$ cat config.mk
export PLATFORM = sky130hd
export DESIGN_NAME = ds_wb_buffer
export DESIGN_NICKNAME = d
export VERILOG_FILES = /design/src/rtl/ds_pkg.sv /design/src/rtl/ds_wb_regfile.sv /design/src/rtl/ds_wb_buffer.sv
export SDC_FILE = /design/constraint.sdc
export NUM_CORES = 1
export LEC_CHECK = 0
export CORE_MARGIN = 2
export CORE_UTILIZATION = 55
export DETAILED_ROUTE_END_ITERATION = 8
export PLACE_DENSITY = 0.88
export SLEW_MARGIN = 20
export SYNTH_ARGS = -nofsm -noshare
export SYNTH_HDL_FRONTEND = slang
export SYNTH_HIERARCHICAL = 1
export SYNTH_SLANG_ARGS = --single-unit
$ cat constraint.sdc
create_clock -name clk -period 7.8 [get_ports clk]
set_clock_uncertainty 0.05 [all_clocks]
set_input_delay 1.17 -clock clk [delete_from_list [all_inputs] [get_ports clk]]
set_output_delay 1.17 -clock clk [all_outputs]
set_load 0.03 [all_outputs]
$ cat src/rtl/ds_pkg.sv
// ds_pkg: shared width, writeback entry type and flag helper for the ds writeback path
package ds_pkg;
  localparam int DS_DATA_W = 32;
  typedef struct packed {
    logic [DS_DATA_W-1:0] quotient;
    logic [DS_DATA_W-1:0] difference;
    logic                 zero;
    logic                 neg;
  } ds_wb_entry_t;
  function automatic ds_wb_entry_t ds_make_entry(input logic [DS_DATA_W-1:0] q, input logic [DS_DATA_W-1:0] d);
    ds_make_entry = '{quotient: q, difference: d, zero: (d == '0), neg: d[DS_DATA_W-1]};
  endfunction
endpackage

$ cat src/rtl/ds_wb_regfile.sv
// ds_wb_regfile: DEPTH x W storage, one sync write port (we/waddr/wdata), one async read port (raddr/rdata)
module ds_wb_regfile #(
  parameter int W     = 66,
  parameter int DEPTH = 4
) (
  input  logic                     clk,
  input  logic                     we,
  input  logic [$clog2(DEPTH)-1:0] waddr,
  input  logic [W-1:0]             wdata,
  input  logic [$clog2(DEPTH)-1:0] raddr,
  output logic [W-1:0]             rdata
);
  logic [W-1:0] mem [DEPTH];
  always_ff @(posedge clk)
    if (we) mem[waddr] <= wdata;
  assign rdata = mem[raddr];
endmodule

$ cat src/rtl/ds_wb_buffer.sv
// ds_wb_buffer: in-order writeback FIFO for ds {quotient,difference} results with zero/neg flags; ports clk,rst(async),flush,in_* (valid/ready),out_* (valid/ready),count; DS_WB_PERF_EN adds perf_pushes/perf_stalls
module ds_wb_buffer
  import ds_pkg::*;
#(
  parameter int DATA_W = DS_DATA_W,
  parameter int DEPTH  = 4
) (
  input  logic                     clk,
  input  logic                     rst,
  input  logic                     flush,
  input  logic                     in_valid,
  output logic                     in_ready,
  input  logic [DATA_W-1:0]        in_quotient,
  input  logic [DATA_W-1:0]        in_difference,
  output logic                     out_valid,
  input  logic                     out_ready,
  output logic [DATA_W-1:0]        out_quotient,
  output logic [DATA_W-1:0]        out_difference,
  output logic                     out_zero,
  output logic                     out_neg,
`ifdef DS_WB_PERF_EN
  output logic [31:0]              perf_pushes,
  output logic [31:0]              perf_stalls,
`endif
  output logic [$clog2(DEPTH):0]   count
);
  localparam int AW = $clog2(DEPTH);
  localparam int CW = AW + 1;
  localparam int EW = 2 * DATA_W + 2;
  logic [AW-1:0] wr_ptr_q, wr_ptr_d, rd_ptr_q, rd_ptr_d;
  logic [CW-1:0] count_q, count_d;
  logic          push, pop;
  logic [EW-1:0] wentry, rentry;
  assign in_ready  = !rst && (count_q != CW'(DEPTH));
  assign out_valid = (count_q != '0);
  assign push      = in_valid && in_ready;
  assign pop       = out_valid && out_ready;
  assign count     = count_q;
  assign wentry    = {in_quotient, in_difference, (in_difference == '0), in_difference[DATA_W-1]};
  always_comb begin
    wr_ptr_d = flush ? '0 : wr_ptr_q + AW'(push);
    rd_ptr_d = flush ? '0 : rd_ptr_q + AW'(pop);
    count_d  = flush ? '0 : count_q + CW'(push) - CW'(pop);
  end
  always_ff @(posedge clk or posedge rst)
    if (rst) begin
      wr_ptr_q <= '0;
      rd_ptr_q <= '0;
      count_q  <= '0;
    end else begin
      wr_ptr_q <= wr_ptr_d;
      rd_ptr_q <= rd_ptr_d;
      count_q  <= count_d;
    end
  ds_wb_regfile #(.W(EW), .DEPTH(DEPTH)) u_rf (
    .clk  (clk),
    .we   (push && !flush),
    .waddr(wr_ptr_q),
    .wdata(wentry),
    .raddr(rd_ptr_q),
    .rdata(rentry)
  );
  assign {out_quotient, out_difference, out_zero, out_neg} = out_valid ? rentry : '0;
`ifdef DS_WB_PERF_EN
  always_ff @(posedge clk or posedge rst)
    if (rst) begin
      perf_pushes <= '0;
      perf_stalls <= '0;
    end else begin
      perf_pushes <= perf_pushes + 32'(push);
      perf_stalls <= perf_stalls + 32'(in_valid && !in_ready);
    end
`endif
endmodule

After elaboration in Yosys (flattened, before gate mapping)
Memory sizes are Yosys's and may differ from the RTL's.
Index checks and enable logic that the tools add are counted.
{"block": "totals", "ff_bits": 7, "memories": 1, "inputBits": 69, "mem_bits_rw": 264}
{"memory": "u_rf.mem", "words": 4, "width": 66, "rd": 1, "rd_ports_with_merged_regs": 0, "write_ports": 1, "line": "ds_wb_regfile.sv:13", "rtl": "logic [W-1:0] mem [DEPTH];"}
{"block": "op_classes", "mux": 6, "n_addsub": 4, "reduce_logical": 8, "n_eq_ne": 1}
{"op": "$mux W66", "count": 1}
{"op": "$logic_not A32 Y1", "count": 1}
{"op": "$add A2 B1 Y2", "count": 2}
{"op": "$logic_and A1 B1 Y1", "count": 4}
{"op": "$mux W2", "count": 2}
{"op": "$add A3 B1 Y3", "count": 1}
{"op": "$mux W3", "count": 1}
{"op": "$ne A3 B3 Y1 const B", "count": 1}
{"op": "$reduce_bool A3 Y1", "count": 1}
{"op": "$sub A3 B1 Y3", "count": 1}
{"op": "$logic_not A1 Y1", "count": 2}
{"op": "$mux W1", "count": 2}

Depth between registers and ports, before layout
{"block": "depth", "depth_word": 6, "ltp_mapped": 8}

Modules after synthesis
Netlist, hierarchy kept.
{"module": "ds_wb_regfile", "instances": 1, "cells_each": 348, "area_per_inst_um2": 9549.2, "seq_area_each_um2": 7927.6}
{"module": "ds_wb_buffer", "instances": 1, "cells_each": 118, "area_per_inst_um2": 904.6, "seq_area_each_um2": 175.2}

Worst setup path before layout
No wires, ideal clock.
{"block": "synth_timing", "path_type": "input to register", "startpoint": "input rst", "endpoint": "memory u_rf.mem[0][0] (enable)", "setup_slack_ps": 549, "stages": 4, "setup_ps": 585, "arrival_time_ps": 6616, "path_cell_list": "nand2b_1 -> a21oi_1 -> nor2b_1 -> nor3b_1"}
{"block": "synth_via", "elab_chain_len": 6}
{"element": "start, declared", "line": "ds_wb_buffer.sv:9", "rtl": "input logic rst,"}
{"element": "$logic_not A1 Y1 (no source line)"}
{"element": "$logic_and A1 B1 Y1", "line": "ds_wb_buffer.sv:34", "rtl": "assign in_ready = !rst && (count_q != CW'(DEPTH));"}
{"element": "$logic_and A1 B1 Y1", "line": "ds_wb_buffer.sv:36", "rtl": "assign push = in_valid && in_ready;"}
{"element": "$logic_and A1 B1 Y1", "line": "ds_wb_buffer.sv:57", "rtl": ".we (push && !flush),"}
{"element": "$mux W1", "line": "ds_wb_regfile.sv:15", "rtl": "if (we) mem[waddr] <= wdata;"}
{"element": "$mux W1 (implied by the code)", "line": "ds_wb_regfile.sv:15"}
{"element": "end, declared", "line": "ds_wb_regfile.sv:13"}
Every way passes these cells.

Worst setup path after layout
{"block": "layout_timing", "startpoint": "register rd_ptr_q[0]", "endpoint": "output out_quotient[17]"}
{"block": "layout_via", "elab_chain_len": 2}
{"element": "start, declared", "line": "ds_wb_buffer.sv:30", "rtl": "logic [AW-1:0] wr_ptr_q, wr_ptr_d, rd_ptr_q, rd_ptr_d;"}
{"element": "start signal, assigned", "line": "ds_wb_buffer.sv:52", "rtl": "rd_ptr_q <= rd_ptr_d;"}
{"element": "$mem_v2 Z4 W66"}
{"element": "net rentry[51]", "line": "ds_wb_buffer.sv:33", "rtl": "logic [EW-1:0] wentry, rentry;"}
{"element": "$mux W66", "line": "ds_wb_buffer.sv:63", "rtl": "assign {out_quotient, out_difference, out_zero, out_neg} = out_valid ? rentry : '0;"}
{"element": "end, declared", "line": "ds_wb_buffer.sv:17", "rtl": "output logic [DATA_W-1:0] out_quotient,"}
The timed path passes the listed nets, and every way through them passes these cells.

==> metrics <==
Root Driver clkbuf_16; Reg-to-Reg Start count[1]; RSZ-0062 raised after global routing false; Max-slew headroom 32.4%; met1 Usage GRT 27.2%; pwr dens 330 nW/um^2; CTS clk-pin slew, worst paths 0.06 ns; cells after synthesis between 400 and 500; crit path buf inv count 2; max-cap violation count 0; core area ~19,000 um^2; worst slew pin tran 1.01 ns; Yosys top cell by area edfxtp_1; Post-Route Utilization about 70%; Rows 50; total grt overflow 0; final WL between 15,000 and 20,000 um; post-cts hold buffer count 0; diode count 0; crit start category flop; total CTS buffers 27; Syn Nets 538; worst-path fanout max 38; Max rail drop VDD roughly 0.34 mV; first-pass GRT wire length about 30,000 um; DRC violations left 0; largest net degree at the start of global routing approximately 70; largest delay contributor family on the critical path buffers and inverters; vias in the first global route 5,414; GR peak layer met2; post-CTS sizing 0; Yosys top cell area share 75.8%; ANT nets after route 0; CP max stage cell dfrtp_4; Synth Area per Inst approximately 22 um^2; die area 20,100 um^2; Die W 142 um; share of cells above drive strength 1 between 10% and 20%; Via density about 6; # IOs 140; Pleak 4.08 nW; M2 GR Usage ~33%; sequential area share after synthesis between 70 and 80%; CTS tree built; ranking of synthesized cells by area edfxtp_1 76%, mux4_2 14%, and2_1 3.9%, dfrtp_1 1.7%, buf_6 0.97%; Tcrit/Tclk final 60.3%; Synth Warn # 6; Placer Congestion 0.747; Layout area overhead 23.4%; Initial Utilization 55.9%; Post-Syn Area between 10,000 and 15,000 um^2; Finished Layout Cells a little under 900; H-tree levels 1; drt wl/cell 22.4 um; critical path type reg -> out; Post-synth EDFFs 264; I/O Buffers ~140; Seq cells post-synth ~270; Post-CTS Setup Bufs 0; Hold Path Origin wr_ptr_q[1]; clk sinks 271; Worst-Skew Late Latency between 0.5 and 0.6 ns; Worst Path Arrival 3.48 ns; post-layout min period around 4.7 ns; NumNets Final a little under 700; Hold Violations, Final 0; hold crit path type reg -> reg; DRT iter0 DRCs roughly 380; antenna violations before repair 0; total track usage between 15 and 20%; final setup fails 0; dpl hpwl approximately 11,000 um; Placed Cells incl. Taps roughly 820; fin. max-slew vios 0; f_max 213 MHz; max incr delay on CP 0.82 ns; Synth cell types 25; asr flop ratio synth around 2.6%; Total Power about 4.3 mW; status completed; DRT Pass-1 Iters 5; crit end category output port; critical-path cell list buf_4 > mux4_2 > and2_1 > clkdlybuf4s50_1; Critical Path RT 6.58 ns; vias roughly 5,100; chip height between 100 and 150 um; worst setup path start rd_ptr_q[0]; setup TNS 0 ns; Longest Clk Path Bufs 3; met3 Use GR 3.14%; top_reg_cell synth edfxtp_1
## cell type report
cell class / instances / area [um^2]
inverters: 2 / 7.51
clock inverters: 14 / 149
well taps: 234 / 293
repair buffers: 144 / 1450
multi-input cells: 172 / 2200
clock buffers: 32 / 694
flip-flops and latches: 271 / 8110
fillers: 1131 / 5800
## sequential cells by signal, indices dropped and copies added (netlist names)
register  cells
u_rf/mem    264
count         3
rd_ptr_q      2
wr_ptr_q      2
## kinds of logic after synthesis
family / count (synthesis) / share of synthesized area, %
flops: 271 / 77.5
compound gates: 4 / 0.251
mux: 66 / 14.2
simple gates: 93 / 5.48
fa+ha+maj: 3 / 0.431
buf+inv: 23 / 1.60
xor+xnor: 6 / 0.503
## path summary, 6_finish.rpt
kind / to / slack (ns) / cells past startpoint
max reg2reg: u_rf/mem[1][18] / 4.89 / 5
min in group asynchronous: count[0] / 0.92 / 2
min reg2reg: wr_ptr_q[1] / 0.61 / 2
min: wr_ptr_q[1] / 0.61 / 2
max in group asynchronous: rd_ptr_q[1] / 6.52 / 2
max: out_quotient[17] / 3.10 / 4
## worst min-delay path, delay by kind of cell (launching register included)
kind	cells	cell delay, ns
simple gates	1	0.04
flops	1	0.44
xor+xnor	1	0.14
## routing by layer
metal  up-vias  wire [um]
met2       225       9860
met5         -          0
met1      2603       7880
li1       2210          -
met3        37       1290
met4         0        424
## stage by stage
step | hold slack [ns] | setup slack, ns | cell area, um^2
2_1_floorplan | 0.487 | 0.549 | 10500
3_3_place_gp | 0.545 | 3.58 | 12000
3_5_place_dp | 0.588 | 3.52 | 12100
4_1_cts | 0.615 | 2.98 | 12900
5_1_grt | 0.647 | 2.85 | 12900
6_report | 0.608 | 3.10 | 12900
## power by group
part	total, mW	internal [mW]	switching (mW)
sequential	1.73	1.64	0.0827
combinational	1.31	0.627	0.684
clock	1.23	0.730	0.496
## synthesized netlist by cell type (2+ instances only)
cell type / n
inv_1: 2
xor2_1: 3
and2_1: 66
nor2b_1: 3
clkbuf_1: 5
and3b_1: 2
nor4_1: 8
ha_1: 2
mux4_2: 66
xnor2_1: 3
nor2_1: 8
buf_4: 2
a21oi_1: 2
nand4_1: 2
buf_6: 9
buf_2: 5
edfxtp_1: 264
dfrtp_1: 7
## placed cells by master, fill, tap and decap left out, types with 2 or more instances in the layout
master / Yosys / layout
xor2_1: 3 / 3
nor2_1: 8 / 8
nor4_1: 8 / 8
xnor2_1: 3 / 3
ha_1: 2 / 2
nand4_1: 2 / 2
a21oi_1: 2 / 2
clkdlybuf4s50_1: 0 / 139
bufinv_16: 0 / 3
dfrtp_4: 0 / 2
nor2b_1: 3 / 3
clkbuf_1: 5 / 5
edfxtp_1: 264 / 264
inv_1: 2 / 2
mux4_2: 66 / 66
and3b_4: 0 / 2
clkinv_1: 0 / 3
clkinv_2: 0 / 6
clkinv_4: 0 / 2
clkbuf_16: 0 / 27
dfrtp_1: 7 / 5
buf_4: 2 / 4
and2_1: 66 / 66
(Power assumes the default switching activity.)
